<file path="config.mk">
export PLATFORM = sky130hd
export DESIGN_NAME = reconfig_responder
export DESIGN_NICKNAME = d
export VERILOG_FILES = /design/src/rtl/reconfig_responder.sv
export SDC_FILE = /design/constraint.sdc
export NUM_CORES = 1
export LEC_CHECK = 0
export CAP_MARGIN = 30
export CORE_ASPECT_RATIO = 1.75
export CORE_UTILIZATION = 40
export DETAILED_ROUTE_END_ITERATION = 16
export PLACE_DENSITY = 0.64
export SLEW_MARGIN = 20
export SYNTH_ARGS = -nofsm -noshare
export SYNTH_HDL_FRONTEND = slang
export SYNTH_SLANG_ARGS = --single-unit
</file>
<file path="constraint.sdc">
create_clock -name clk -period 1.5 [get_ports clk]
set_input_delay 0.375 -clock clk [delete_from_list [all_inputs] [get_ports clk]]
set_output_delay 0.375 -clock clk [all_outputs]
set_load 0.02 [all_outputs]
</file>
<file path="src/rtl/reconfig_responder.sv">
// Reconfiguration request responder: arms on cfg_ENA, validates and times image loads.
// Optional enable-setup check is built when RECFG_SETUP_CHECK_EN is defined.
module reconfig_responder #(
    parameter int unsigned LOAD_CYCLES = 16,
    parameter logic [3:0]  VALID_MASK  = 4'b1111
) (
    input  logic       clk,
    input  logic       rstn,
    input  logic       cfg_ENA,
    input  logic [1:0] cfg_CBSEL,
    input  logic       cfg_CONFIG,
    output logic       cfg_ERROR,
    output logic       busy,
    output logic       load_done,
    output logic [1:0] active_image,
    output logic [7:0] req_count
);

    localparam int unsigned CNT_W = 8;
    localparam int unsigned IMG_W = 2;
    localparam logic [CNT_W-1:0] LAST_CNT = CNT_W'(LOAD_CYCLES - 1);
    localparam logic [CNT_W-1:0] REQ_MAX  = '1;

    typedef enum logic [2:0] {
        S_IDLE,
        S_ARMED,
        S_LOAD,
        S_DONE,
        S_ERROR
    } state_t;

    state_t             state_q, state_d;
    logic               cfg_config_q;
    logic               cfg_error_q, cfg_error_d;
    logic               busy_q, busy_d;
    logic               load_done_q, load_done_d;
    logic [IMG_W-1:0]   active_image_q, active_image_d;
    logic [IMG_W-1:0]   sel_q, sel_d;
    logic [CNT_W-1:0]   req_count_q, req_count_d;
    logic [CNT_W-1:0]   load_cnt_q, load_cnt_d;
    logic               trigger_c;
    logic               setup_ok_c;

    assign trigger_c = cfg_CONFIG & ~cfg_config_q;

`ifdef RECFG_SETUP_CHECK_EN
    localparam int unsigned SETUP_W = 3;
    // Three completed ARMED cycles plus the current one give four enabled cycles.
    localparam logic [SETUP_W-1:0] SETUP_MIN = SETUP_W'(3);

    logic [SETUP_W-1:0] setup_q, setup_d;

    assign setup_ok_c = (setup_q >= SETUP_MIN);
`else
    assign setup_ok_c = 1'b1;
`endif

    // Next-state and registered-output logic
    always_comb begin
        state_d        = state_q;
        cfg_error_d    = cfg_error_q;
        busy_d         = busy_q;
        load_done_d    = 1'b0;
        active_image_d = active_image_q;
        sel_d          = sel_q;
        req_count_d    = req_count_q;
        load_cnt_d     = load_cnt_q;
`ifdef RECFG_SETUP_CHECK_EN
        setup_d        = '0;
`endif
        unique case (state_q)
            S_IDLE: begin
                if (cfg_ENA) state_d = S_ARMED;
            end
            S_ARMED: begin
`ifdef RECFG_SETUP_CHECK_EN
                setup_d = (setup_q == '1) ? setup_q : setup_q + SETUP_W'(1);
`endif
                if (!cfg_ENA) begin
                    state_d = S_IDLE;
                end else if (trigger_c) begin
                    if (VALID_MASK[cfg_CBSEL] && setup_ok_c) begin
                        state_d    = S_LOAD;
                        busy_d     = 1'b1;
                        load_cnt_d = '0;
                        sel_d      = cfg_CBSEL;
                        if (req_count_q != REQ_MAX) req_count_d = req_count_q + CNT_W'(1);
                    end else begin
                        state_d     = S_ERROR;
                        cfg_error_d = 1'b1;
                    end
                end
            end
            S_LOAD: begin
                // Abort wins over completion on the final load cycle.
                if (!cfg_ENA) begin
                    state_d = S_IDLE;
                    busy_d  = 1'b0;
                end else if (load_cnt_q == LAST_CNT) begin
                    state_d        = S_DONE;
                    busy_d         = 1'b0;
                    load_done_d    = 1'b1;
                    active_image_d = sel_q;
                end else begin
                    load_cnt_d = load_cnt_q + CNT_W'(1);
                end
            end
            S_DONE: begin
                if (!cfg_ENA) state_d = S_IDLE;
            end
            S_ERROR: begin
                if (!cfg_ENA) begin
                    state_d     = S_IDLE;
                    cfg_error_d = 1'b0;
                end
            end
            default: begin
                state_d = S_IDLE;
            end
        endcase
    end

    always_ff @(posedge clk) begin
        if (!rstn) begin
            state_q        <= S_IDLE;
            cfg_config_q   <= 1'b0;
            cfg_error_q    <= 1'b0;
            busy_q         <= 1'b0;
            load_done_q    <= 1'b0;
            active_image_q <= '0;
            sel_q          <= '0;
            req_count_q    <= '0;
            load_cnt_q     <= '0;
`ifdef RECFG_SETUP_CHECK_EN
            setup_q        <= '0;
`endif
        end else begin
            state_q        <= state_d;
            cfg_config_q   <= cfg_CONFIG;
            cfg_error_q    <= cfg_error_d;
            busy_q         <= busy_d;
            load_done_q    <= load_done_d;
            active_image_q <= active_image_d;
            sel_q          <= sel_d;
            req_count_q    <= req_count_d;
            load_cnt_q     <= load_cnt_d;
`ifdef RECFG_SETUP_CHECK_EN
            setup_q        <= setup_d;
`endif
        end
    end

    assign cfg_ERROR    = cfg_error_q;
    assign busy         = busy_q;
    assign load_done    = load_done_q;
    assign active_image = active_image_q;
    assign req_count    = req_count_q;

endmodule

</file>
* Word level (Yosys, flattened, before mapping)
Index checks and enable logic that the tools add are counted.
** Word-level totals
- Output and inout port bits :: 13
- Logic and storage cells :: 71
- Input port bits :: 6
- Register bits :: 27
** Operators by class
- Add/subtract/negate cells :: 2
- Mux-type cells :: 28
- $lt $le $gt $ge :: 1
- Equality and inequality tests :: 17
- Reductions and logical operators :: 12
- Bitwise gates (word level) :: 2
** Operators by type and width (number)
- $mux W8 :: 5
- $mux W3 :: 7
- $ne A2 B2 Y1 const B :: 9
- $add A8 B1 Y8 const B :: 2
- $pmux W8 S2 :: 1
- $reduce_and A5 Y1 :: 3
- $pmux W3 S4 :: 1
- $mux W1 :: 11
- $eq A8 B4 Y1 const B :: 1
- $ne A8 B8 Y1 const B :: 1
- $reduce_and A4 Y1 :: 2
- $eq A3 B2 Y1 const B :: 2
- $ne A3 B3 Y1 const B :: 2
- $reduce_and A3 Y1 :: 2
- $reduce_and A6 Y1 :: 1
- $pmux W1 S2 :: 2
- $reduce_bool A2 Y1 :: 2
- $eq A3 B1 Y1 const B :: 1
- $eq A3 B3 Y1 const B :: 1
- $logic_not A3 Y1 :: 1
- $lt A2 B3 Y1 const B :: 1
- $bmux W1 S2 :: 1
- $reduce_or A2 Y1 :: 1
- $and A1 B1 Y1 :: 1
- $not A1 Y1 :: 1

* Longest topological paths before layout
Gate-level depths: netlist of run 1.
- Depth after elaboration :: 6
- Gate-level depth with buffers :: 5
- Depth with buffers taken out :: 5

* Least setup slack after synthesis of run 1
No wires, ideal clock.
- Path type :: register -> register
- Start point :: register req_count_q[0], in the netlist req_count[0]
- End point :: register req_count_q[1], in the netlist req_count[1]
- Stages on the path, launching flop included :: 6
- Path buffers :: 0
- Data required time :: 1.372 ns
- Period minus slack after synthesis :: 1.549 ns
- Setup time :: 0.128 ns
- Path slack :: -0.049 ns
- Arrival time :: 1.422 ns
- Cells stage by stage :: dfxtp_1 ha_1 nand4_1 o211ai_2 mux2i_1 nor2_1
** Between the ends
- Word-level cells in the longest chain between the ends :: 2
- Elaborated cells between the ends (all ways) :: 3
- Those cells by class :: 1 x add/sub; 1 x eq/ne; 1 x reduce/logical
** RTL lines
- start, declared :: RTL line 39 : logic [CNT_W-1:0] req_count_q, req_count_d;
- start signal, assigned :: RTL line 145 : req_count_q <= req_count_d;
- branches (longest 2 deep; another with $add A8 B1 Y8)
Parallel ways; which one is timed is not known.
A chain may end at the register's enable or synchronous reset.

* Final worst setup path of run 1
- Start point :: register load_cnt_q[6]
- End point :: register load_cnt_q[6]
** Between the ends
- Word-level cells in the longest chain between the ends :: 4
- Elaborated cells between the ends (all ways) :: 7
- Those cells by class :: 1 x add/sub; 2 x eq/ne; 3 x mux; 1 x reduce/logical
** RTL lines
- start, declared :: RTL line 40 : logic [CNT_W-1:0] load_cnt_q, load_cnt_d;
- start signal, assigned :: RTL line 146 : load_cnt_q <= load_cnt_d;
- $add A8 B1 Y8 :: RTL line 105 : load_cnt_d = load_cnt_q + CNT_W'(1);
- $mux W8 :: RTL line 99 : end else if (load_cnt_q == LAST_CNT) begin
- $mux W8 :: RTL line 96 : if (!cfg_ENA) begin
- $pmux W8 S2 :: RTL line 71 : unique case (state_q)
Parallel ways exist; a longest one is shown, timed or not. The select of a mux whose other input is x is not followed.

==> out/qor.csv, run 1 <==
stage;metric;value;unit
timing;fin crit share;102;%
placed_design;Placed Area;0.00155;mm²
final_layout;area of the multi-input gates;689;µm²
worst_setup_path;Crit path required time;1720;ps
worst_setup_path;CP max FO;6;
detailed_routing;First-pass DRT Iterations;4;
yosys;Yosys cell types;36;
yosys;top cells by count, synth;25 x dfxtp_1, 14 x nand2_1, 12 x nor2_1, 8 x a21oi_1;
yosys;sequential cell area fraction in the yosys report;43.3;%
cts;TritonCTS Buffers;3;
global_route;vias in the first global route;1161;
detailed_routing;Iter 0 DRT Violations;17;
timing;Fin Hold WS;435;ps
timing;final hold vios;0;
global_route;antenna violations before repair;0;
detailed_routing;WL/cell;13.9;µm
power;PwrDens;685;mW/mm²
min_path;Min-Delay Path Class;primary input to flop;
yosys;Top FF cell, synth;dfxtp_1;
yosys;most common cell in the netlist;dfxtp_1;
power;worst vdd ir;713;µV
detailed_routing;remaining antenna violation count;0;
worst_setup_path;critical path class;flop to flop;
yosys;Post-synth EDFFs;0;
die;Die Area;0.00311;mm²
yosys;synthesized area per cell;8.82;µm²
die;Rows;25;
timing;unrepaired setup endpoints after global routing;true;
cts;Clk Latency, worst-skew pair;270;ps
worst_setup_path;Arrival @ worst endpoint;1740;ps
final_layout;Ant. Diodes;0;
worst_setup_path;worst setup path startpoint;load_cnt_q[6];
job;Max-cap violations;0;
yosys;largest cells by area after synthesis;dfxtp_1 43%, nand2_1 4.6%, mux2i_1 4.3%;
cts;CTS tree;built;
final_layout;Final nets;190;
cts;clk sinks;25;
timing;Setup-failing EPs final;7;
final_layout;Fill cells;247;
power;LEAKAGE;0.736;nW
final_layout;cell area after layout;0.00171;mm²
detailed_routing;Via density;5.56;
yosys;Synth Cell Area;0.00115;mm²
placed_design;routability cong.;0.835;
global_route;GRT Total Usage;20.3;%
timing;max frequency;654;MHz
global_route;GR Overflow Total;0;
placed_design;PortBufs;17;
timing;min Tclk post-route;1530;ps
detailed_routing;final wirelength;2900;µm
placed_design;Final HPWL DP;2160;µm
yosys;Yosys reg bits;25;
timing;final number of max-transition violations;0;
worst_setup_path;crit end category;flop;
final_layout;Sequential Area;512;µm²
cts;CTS Buffer Depth;2;
die;Ports;19;
final_layout;share of layout cells above drive strength 1;32.6;%
worst_setup_path;worst r2r src;load_cnt_q[6];
yosys;Post-Synthesis Cells;131;
global_route;first-pass GRT wire length;4890;µm
global_route;largest net degree at the start of global routing;16;
detailed_routing;drc violations;0;
min_path;hold_sp;cfg_CONFIG;
final_layout;synthesis-to-finish area growth;47.8;%
detailed_routing;via count;1157;
cts;clock root cell;clkbuf_8;
yosys;Yosys top cell by area;dfxtp_1;
cts;hold_buf cts;0;
worst_setup_path;Startpoint Class;flop;
die;die height;73.1;µm
die;starting density of the core;42.4;%
die;CORE AREA;0.00272;mm²
cts;Reg clk slew, reported paths;90;ps
die;die extent in x;42.6;µm
yosys;asr flop ratio synth;0;%
yosys;syn nets;139;
yosys;area fraction of the dominant cell type after synthesis;43.3;%
timing;worst clock skew;7.81;ps
yosys;synth warn;0;
cts;H-Tree Depth;1;
outcome;status;finished with violations;
outcome;failing checks;negative setup slack;
timing;Setup WS post-layout;-28.0;ps
==> report_power, final <==
part	internal, W	total [W]	leakage [nW]	switching, W
clock	0.000188	0.000406	0.0217	0.000218
sequential	0.000667	0.000671	0.205	0.00000432
combinational	0.0000477	0.0000924	0.509	0.0000447
total	0.000903	0.00117	0.736	0.000267
==> what timing repair did <==
item | 4_1_cts | 5_1_grt
gates resized for setup | 30 | 4
setup endpoints to repair | 33 | 15
cloned | 0 | 0
setup buffers | 5 | 1
pin swaps | 11 | 3
==> layout by cell type (no fill, tap or decap), types with 2 or more instances in the layout <==
| master | count |
|---|---|
| and3b_2 | 2 |
| and2_1 | 2 |
| nand3_1 | 5 |
| dfxtp_1 | 20 |
| nand2_1 | 13 |
| buf_4 | 31 |
| clkdlybuf4s50_1 | 3 |
| ha_4 | 2 |
| dfxtp_4 | 2 |
| nand4_1 | 5 |
| clkbuf_8 | 3 |
| dlygate4sd2_1 | 14 |
| nor2_1 | 12 |
| nor2b_1 | 3 |
| a21oi_1 | 8 |
| and4_1 | 2 |
| o31ai_1 | 3 |
| or3_1 | 2 |
| nor3_1 | 2 |
| buf_6 | 2 |
| mux2i_1 | 4 |
| a21o_1 | 2 |
| dfxtp_2 | 3 |
| o211ai_1 | 2 |
| o21ai_0 | 6 |
| inv_1 | 4 |
| o22a_1 | 4 |
==> path summary, 6_finish.rpt <==
path | endpoint | slack (ps) | depth (start not counted)
max reg2reg | load_cnt_q[6] | -30 | 5
min reg2reg | sel_q[1] | 480 | 2
max | load_cnt_q[6] | -30 | 5
min | cfg_config_q | 430 | 2
==> worst max-delay path, stage by stage (launching register included) <==
cell      delay, ps
dfxtp_1         320
or3_4           400
or2_4           280
a211oi_4        200
buf_6           150
o22a_1          120
==> metal layers <==
layer / up-vias / track usage, % / share of wire (%)
met5: - / 0 / 0
met4: 0 / 9.38 / 2.0
met3: 6 / 2.48 / 2.0
met2: 19 / 38.5 / 57
met1: 562 / 21.5 / 39
li1: 570 / - / -
==> logic make-up (layout without fill, tap and decap cells) <==
kind of cell	after synthesis	after routing	share of synthesized area (%)
adder cells (fa/ha/maj)	2	2	2.17
AO/OA/AOI/OAI	30	30	18.6
buffers and inverters	8	58	2.93
other	1	1	0.325
XOR/XNOR	1	1	0.759
multiplexers	5	5	4.33
AND/OR/NAND/NOR	59	59	27.5
flip-flops	25	25	43.3
==> sequential cells by signal (all words and copies together) (netlist names) <==
signal        count
req_count         8
cfg_config_q      1
load_cnt_q        8
busy              1
state_q           2
active_image      2
sel_q             2
load_done         1
==> metrics by stage <==
step / power, W / setup WS, ps / util (%) / setup TNS [ps] / instances
final: 0.00117 / -28.0 / 62.7 / -89.3 / 208
after global routing: 0.00122 / -102 / 62.7 / -664 / 208
after CTS: 0.00118 / -5.33 / 61.9 / -5.33 / 207
after detailed placement: 0.000774 / -458 / 57.0 / -7900 / 198
after global placement: 0.000771 / -425 / 57.0 / -7130 / 198
after floorplan: 0.000728 / 25.4 / - / 0 / 131
==> layout make-up <==
cell class,count,share of cell area (%)
Multi-Input combinational cell,98,40.4
Sequential cell,25,30.0
Timing Repair Buffer,50,23.9
Clock buffer,3,2.42
Tap cell,27,1.98
Inverter,4,0.880
Clock inverter,1,0.440
No activity file was read; power rests on OpenSTA's default activity.
==> run 2, diff against run 1 <==
--- a/config.mk
+++ b/config.mk
@@ -9,7 +9,8 @@
 export CORE_ASPECT_RATIO = 1.75
 export CORE_UTILIZATION = 40
 export DETAILED_ROUTE_END_ITERATION = 16
-export PLACE_DENSITY = 0.64
+export HOLD_SLACK_MARGIN = 0.08
+export PLACE_DENSITY = 0.62
 export SLEW_MARGIN = 20
 export SYNTH_ARGS = -nofsm -noshare
 export SYNTH_HDL_FRONTEND = slang
==> constraint.sdc (replaced) <==
create_clock -name clk -period 1.9 [get_ports clk]
set_input_delay 0.475 -clock clk [delete_from_list [all_inputs] [get_ports clk]]
set_output_delay 0.475 -clock clk [all_outputs]
set_load 0.02 [all_outputs]
==> run 2 against run 1 <==
Against the previous run: critical endpoint is now req_count[3]; flip-flop and latch count did not move; sequential share of layout area rose by 3.1 points; first-iteration DRC count rose by 12%; die area did not move; clock power fell by 21%; utilization fell by 7.2 points; the flow now finishes without violations; cell count fell by 8.2%; combinational power fell by 33%; highest routed layer unchanged.
==> out/qor.csv, run 2 (synthesis gave the netlist of run 1 again) <==
stage;metric;value;unit;change
placed_design;routability cong.;0.815;;was 0.835
detailed_routing;Via density;5.64;;was 5.56
detailed_routing;via count;1077;;was 1157
timing;fin crit share;94.4;%;
placed_design;PortBufs;17;;unchanged
final_layout;commonest non-fill, non-tap cell in the layout;dfxtp_1;;was buf_4
timing;max frequency;558;MHz;
power;worst vdd ir;396;µV;was 713 µV
worst_setup_path;CP max FO;6;;unchanged
worst_setup_path;crit end category;output port;;was flop
worst_setup_path;Cell Chain, Critical Path;clkdlybuf4s50_1;;was or3_4, or2_4, a211oi_4, buf_6, o22a_1
global_route;vias in the first global route;1069;;was 1161
outcome;status;finished, final reports clean;;was finished with violations
global_route;antenna violations before repair;0;;unchanged
die;Ports;19;;unchanged
final_layout;commonest non-fill, non-tap cells in the layout;25 x dfxtp_1, 16 x clkdlybuf4s50_1, 16 x buf_4;;was 31 x buf_4, 20 x dfxtp_1, 14 x dlygate4sd2_1
die;die extent in x;42.6;µm;unchanged
final_layout;cell area after layout;0.00151;mm²;was 0.00171 mm²
detailed_routing;Iter 0 DRT Violations;19;;was 17
cts;TritonCTS Buffers;3;;unchanged
job;Max-cap violations;0;;unchanged
global_route;largest net degree at the start of global routing;16;;unchanged
final_layout;Ant. Diodes;0;;unchanged
placed_design;Final HPWL DP;2080;µm;was 2160 µm
worst_setup_path;WP buf/inv;1;;unchanged
cts;clk sinks;25;;unchanged
final_layout;Fill cells;268;;was 247
die;die height;73.1;µm;unchanged
cts;Post-CTS Setup Bufs;0;;was 5
timing;unrepaired setup endpoints after global routing;false;;was true
detailed_routing;First-pass DRT Iterations;4;;unchanged
final_layout;synthesis-to-finish area growth;30.9;%;was 47.8%
placed_design;Placed Area;0.00146;mm²;was 0.00155 mm²
detailed_routing;final wirelength;2600;µm;was 2900 µm
global_route;GR Overflow Total;0;;unchanged
worst_setup_path;Startpoint Class;flop;;unchanged
die;starting density of the core;42.4;%;unchanged
die;CORE AREA;0.00272;mm²;unchanged
final_layout;Final nets;173;;was 190
worst_setup_path;CP max stage cell;clkdlybuf4s50_1;;was or3_4
global_route;GRT Total Usage;18.2;%;was 20.3%
global_route;first-pass GRT wire length;4370;µm;was 4890 µm
detailed_routing;WL/cell;13.6;µm;was 13.9 µm
timing;min Tclk post-route;1790;ps;
worst_setup_path;critical path class;flop to output port;;was flop to flop
die;Rows;25;;unchanged
power;total power;0.000913;W;was 0.00117 W
min_path;Min-Delay Path Class;flop to flop;;was primary input to flop
detailed_routing;remaining antenna violation count;0;;unchanged
detailed_routing;drc violations;0;;unchanged
cts;CTS Buffer Depth;2;;unchanged
cts;hold_buf cts;0;;unchanged
cts;Clk Latency, worst-skew pair;270;ps;about the same
power;LEAKAGE;0.605;nW;was 0.736 nW
worst_setup_path;CP max stage delay;630;ps;was 400 ps
cts;H-Tree Depth;1;;unchanged
final_layout;share of layout cells above drive strength 1;15.2;%;was 32.6%
cts;CTS resizes;0;;was 30
timing;final number of max-transition violations;0;;unchanged
cts;clock root cell;clkbuf_8;;unchanged
timing;Setup-failing EPs final;0;;was 7
power;PwrDens;604;mW/mm²;was 685 mW/mm²
worst_setup_path;gate family responsible for the most delay along the worst path;buffers and inverters;;was simple AND/OR/NAND/NOR gates
cts;Reg clk slew, reported paths;90;ps;about the same
die;Die Area;0.00311;mm²;unchanged
timing;worst clock skew;4.26;ps;was 7.81 ps
worst_setup_path;Crit path required time;1420;ps;was 1720 ps
timing;final hold vios;0;;unchanged
cts;CTS tree;built;;unchanged
worst_setup_path;Arrival @ worst endpoint;1320;ps;was 1740 ps
==> run 2: routing by layer <==
layer	up-vias	global-route usage [%]	part of all wire, %
li1	540	-	-
met1	509	17.2	39
met2	24	36.1	57
met3	4	2.97	2.0
met4	0	9.38	1.5
met5	-	0	0
==> run 2: cell type report <==
| cell class | instances | area, µm² | share of cell area, % |
|---|---|---|---|
| Clock buffer | 3 | 41.3 | 2.73 |
| Multi-Input combinational cell | 98 | 621 | 41.1 |
| Timing Repair Buffer | 33 | 293 | 19.4 |
| Clock inverter | 1 | 7.51 | 0.497 |
| Inverter | 4 | 15.0 | 0.993 |
| Sequential cell | 25 | 500 | 33.1 |
| Tap cell | 27 | 33.8 | 2.24 |
==> run 2: path summary, 6_finish.rpt <==
kind                      from           end  slack [ps]  cells after the start
setup / recovery  req_count[3]  req_count[3]         110                      1
hold / removal        sel_q[0]      sel_q[0]         470                      2
setup reg to reg  req_count[0]  req_count[1]         250                      6
hold reg to reg       sel_q[0]      sel_q[0]         470                      2
==> run 2: power breakdown <==
group / leakage, nW / total [W] / internal (W) / switching [W]
Clock: 0.0217 / 0.000320 / 0.000149 / 0.000171
Combinational: 0.381 / 0.0000617 / 0.0000311 / 0.0000306
Sequential: 0.202 / 0.000532 / 0.000529 / 0.00000324
==> run 2: per-stage QoR <==
step / TNS (ps) / hold WS [ps] / setup WS [ps] / util (%) / std cells
2_1_floorplan: 0 / 436 / 351 / - / 131
3_3_place_gp: -1170 / 457 / -132 / 53.7 / 187
3_5_place_dp: -1560 / 461 / -159 / 53.7 / 187
4_1_cts: 0 / 475 / 41.9 / 55.4 / 191
5_1_grt: 0 / 508 / 35.6 / 55.5 / 191
6_report: 0 / 475 / 107 / 55.5 / 191
==> run 3, diff against run 2 <==
--- a/config.mk
+++ b/config.mk
@@ -7,11 +7,12 @@
 export LEC_CHECK = 0
 export CAP_MARGIN = 30
 export CORE_ASPECT_RATIO = 1.75
+export CORE_MARGIN = 2
 export CORE_UTILIZATION = 40
 export DETAILED_ROUTE_END_ITERATION = 16
 export HOLD_SLACK_MARGIN = 0.08
 export PLACE_DENSITY = 0.62
-export SLEW_MARGIN = 20
+export SLEW_MARGIN = 15
 export SYNTH_ARGS = -nofsm -noshare
 export SYNTH_HDL_FRONTEND = slang
 export SYNTH_SLANG_ARGS = --single-unit
==> run 3 against run 2 <==
Against the previous run: critical path depth rose by 4; combinational power decreased by 5.7%; sequential power about the same; clock-buffer cell count is 1 higher; worst hold slack got worse by 2.2 ps; routed wire length is 0.54% higher; global-route usage decreased by 0.44 points; non-clock buffer count is 1 lower; sequential share of layout area grew 0.22 points; critical path type is now primary input to flop.
==> out/qor.csv, run 3 (synthesis gave the netlist of run 1 again) <==
stage;metric;value;unit;change
power;register share of total power;58.8;%;was 58.2%
placed_design;Cells after DPL;185;;was 187
power;switch share;21.8;%;was 22.5%
placed_design;Final HPWL DP;2060;µm;was 2080 µm
worst_setup_path;Crit path required time;2100;ps;was 1420 ps
die;die extent in x;44.6;µm;was 42.6 µm
timing;min Tclk post-route;1810;ps;was 1790 ps
global_route;largest net degree at the start of global routing;14;;was 16
worst_setup_path;CP max stage cell;clkdlybuf4s50_1;;unchanged
detailed_routing;Via density;5.67;;was 5.64
global_route;antenna violations before repair;0;;unchanged
worst_setup_path;R2R Setup Slk;200;ps;was 250 ps
cts;clk sinks;25;;unchanged
power;power share of the clock group;34.7;%;was 35.0%
worst_setup_path;Startpoint Class;primary input;;was flop
timing;final number of max-transition violations;0;;unchanged
power;LEAKAGE;0.601;nW;was 0.605 nW
placed_design;routability cong.;0.866;;was 0.815
timing;Fin Hold WS;473;ps;was 475 ps
timing;fin crit share;95.2;%;was 94.4%
worst_setup_path;crit end category;flop;;was output port
cts;hold_buf cts;0;;unchanged
worst_setup_path;CP max stage delay;520;ps;was 630 ps
timing;max frequency;553;MHz;was 558 MHz
power;worst vdd ir;596;µV;was 396 µV
die;Ports;19;;unchanged
timing;worst clock skew;4.10;ps;was 4.26 ps
cts;Clk Latency, worst-skew pair;260;ps;was 270 ps
final_layout;Final Non-Filler Cells;190;;was 191
global_route;first-pass GRT wire length;4510;µm;was 4370 µm
cts;CTS Buffer Depth;2;;unchanged
job;Max-cap violations;0;;unchanged
detailed_routing;Iter 0 DRT Violations;26;;was 19
global_route;GRT Total Usage;17.8;%;was 18.2%
global_route;GR Overflow Total;0;;unchanged
outcome;status;finished, final reports clean;;unchanged
timing;Max transition margin;65.1;%;
cts;clock root cell;clkbuf_8;;unchanged
worst_setup_path;Cell Chain, Critical Path;clkdlybuf4s50_1, nor2b_1, nand2_1, or4_1, a21oi_1;;was clkdlybuf4s50_1
worst_setup_path;critical path class;primary input to flop;;was flop to output port
timing;Setup-failing EPs final;0;;unchanged
detailed_routing;First-pass DRT Iterations;4;;unchanged
die;Die Area;0.00335;mm²;was 0.00311 mm²
worst_setup_path;gate family responsible for the most delay along the worst path;simple AND/OR/NAND/NOR gates;;was buffers and inverters
cts;TritonCTS Buffers;3;;unchanged
final_layout;Final nets;172;;was 173
timing;actual slew at the worst max-slew pin;521;ps;
detailed_routing;WL/cell;13.7;µm;was 13.6 µm
power;NetSw;0.000197;W;was 0.000205 W
final_layout;synthesis-to-finish area growth;30.0;%;was 30.9%
timing;final hold vios;0;;unchanged
power;Logic pwr share;6.4;%;was 6.8%
detailed_routing;final wirelength;2610;µm;was 2600 µm
power;Internal;0.000706;W;was 0.000708 W
final_layout;share of layout cells above drive strength 1;14.7;%;was 15.2%
die;starting density of the core;42.4;%;unchanged
cts;H-Tree Depth;1;;unchanged
detailed_routing;via count;1077;;unchanged
detailed_routing;remaining antenna violation count;0;;unchanged
final_layout;commonest non-fill, non-tap cells in the layout;25 x dfxtp_1, 16 x clkdlybuf4s50_1, 15 x buf_4;;was 25 x dfxtp_1, 16 x clkdlybuf4s50_1, 16 x buf_4
timing;unrepaired setup endpoints after global routing;false;;unchanged
placed_design;PortBufs;17;;unchanged
die;Rows;25;;unchanged
worst_setup_path;CP max FO;4;;was 6
cts;Reg clk slew, reported paths;90;ps;about the same
cts;CTS tree;built;;unchanged
global_route;vias in the first global route;1055;;was 1069
final_layout;Fill cells;265;;was 268
die;die height;75.1;µm;was 73.1 µm
final_layout;final core occ;55.2;%;was 55.5%
die;CORE AREA;0.00272;mm²;unchanged
final_layout;Ant. Diodes;0;;unchanged
worst_setup_path;Arrival @ worst endpoint;2010;ps;was 1320 ps
final_layout;commonest non-fill, non-tap cell in the layout;dfxtp_1;;unchanged
worst_setup_path;WP buf/inv;1;;unchanged
detailed_routing;drc violations;0;;unchanged
power;PwrDens;602;mW/mm²;was 604 mW/mm²
min_path;Min-Delay Path Class;flop to flop;;unchanged
-- run 3: cell types whose count changed in the layout (fill, tap and decap cells not counted) --
cell / delta
and3b_1: -1
and3b_2: +1
buf_4: -1
clkbuf_1: +1
clkinvlp_4: -1
-- run 3: what timing repair did --
action	CTS	global route
buffers inserted	0	1
endpoints found under the setup margin	0	3
resized for setup	0	2
-- run 3: final timing paths --
kind,from,depth (start not counted),to
worst max register to register,load_cnt_q[5],5,load_cnt_q[2]
worst min-delay path,sel_q[1],2,sel_q[1]
worst min register to register,sel_q[1],2,sel_q[1]
worst max-delay path,cfg_ENA,5,req_count[6]
-- run 3: metrics by stage --
stage | total power, W | setup WS, ps | instance area, µm² | TNS, ps
2_1_floorplan | 0.000574 | 351 | 1150 | 0
5_1_grt | 0.000949 | 6.92 | 1500 | 0
3_3_place_gp | 0.000601 | -156 | 1450 | -1640
3_5_place_dp | 0.000603 | -223 | 1450 | -2460
4_1_cts | 0.000914 | 56.7 | 1490 | 0
6_report | 0.000903 | 91.6 | 1500 | 0
-- run 3: power groups by stage --
stage / Clock, W / Sequential [W] / Combinational, W
final: 0.000314 / 0.000532 / 0.0000582
after detailed placement: 0 / 0.000544 / 0.0000585
after global placement: 0 / 0.000544 / 0.0000576
after global routing: 0.000352 / 0.000532 / 0.0000643
after floorplan: 0 / 0.000545 / 0.0000292
after CTS: 0.000324 / 0.000532 / 0.0000589
-- run 3: metal layers --
layer / GRT usage (%) / vias to the layer above / share of wire, %
met5: 0 / - / 0
met4: 7.41 / 0 / 1.7
met3: 2.64 / 6 / 2.3
met2: 33.7 / 21 / 55
met1: 18.8 / 514 / 41
li1: - / 536 / -
-- run 3: cell type report --
| type | count | area (µm²) | share of cell area, % |
|---|---|---|---|
| multi-input cells | 98 | 622 | 41.4 |
| flip-flops and latches | 25 | 500 | 33.3 |
| inverters | 4 | 15.0 | 1.00 |
| repair buffers | 32 | 285 | 19.0 |
| well taps | 27 | 33.8 | 2.25 |
| clock buffers | 4 | 45.0 | 3.00 |
-- run 3: worst register-to-register path, stage by stage, from the launching register on --
cell and delay [ps]:
dfxtp_1 340, or3_4 400, o211ai_1 450, buf_4 200
nor2_1 40, o22a_1 180
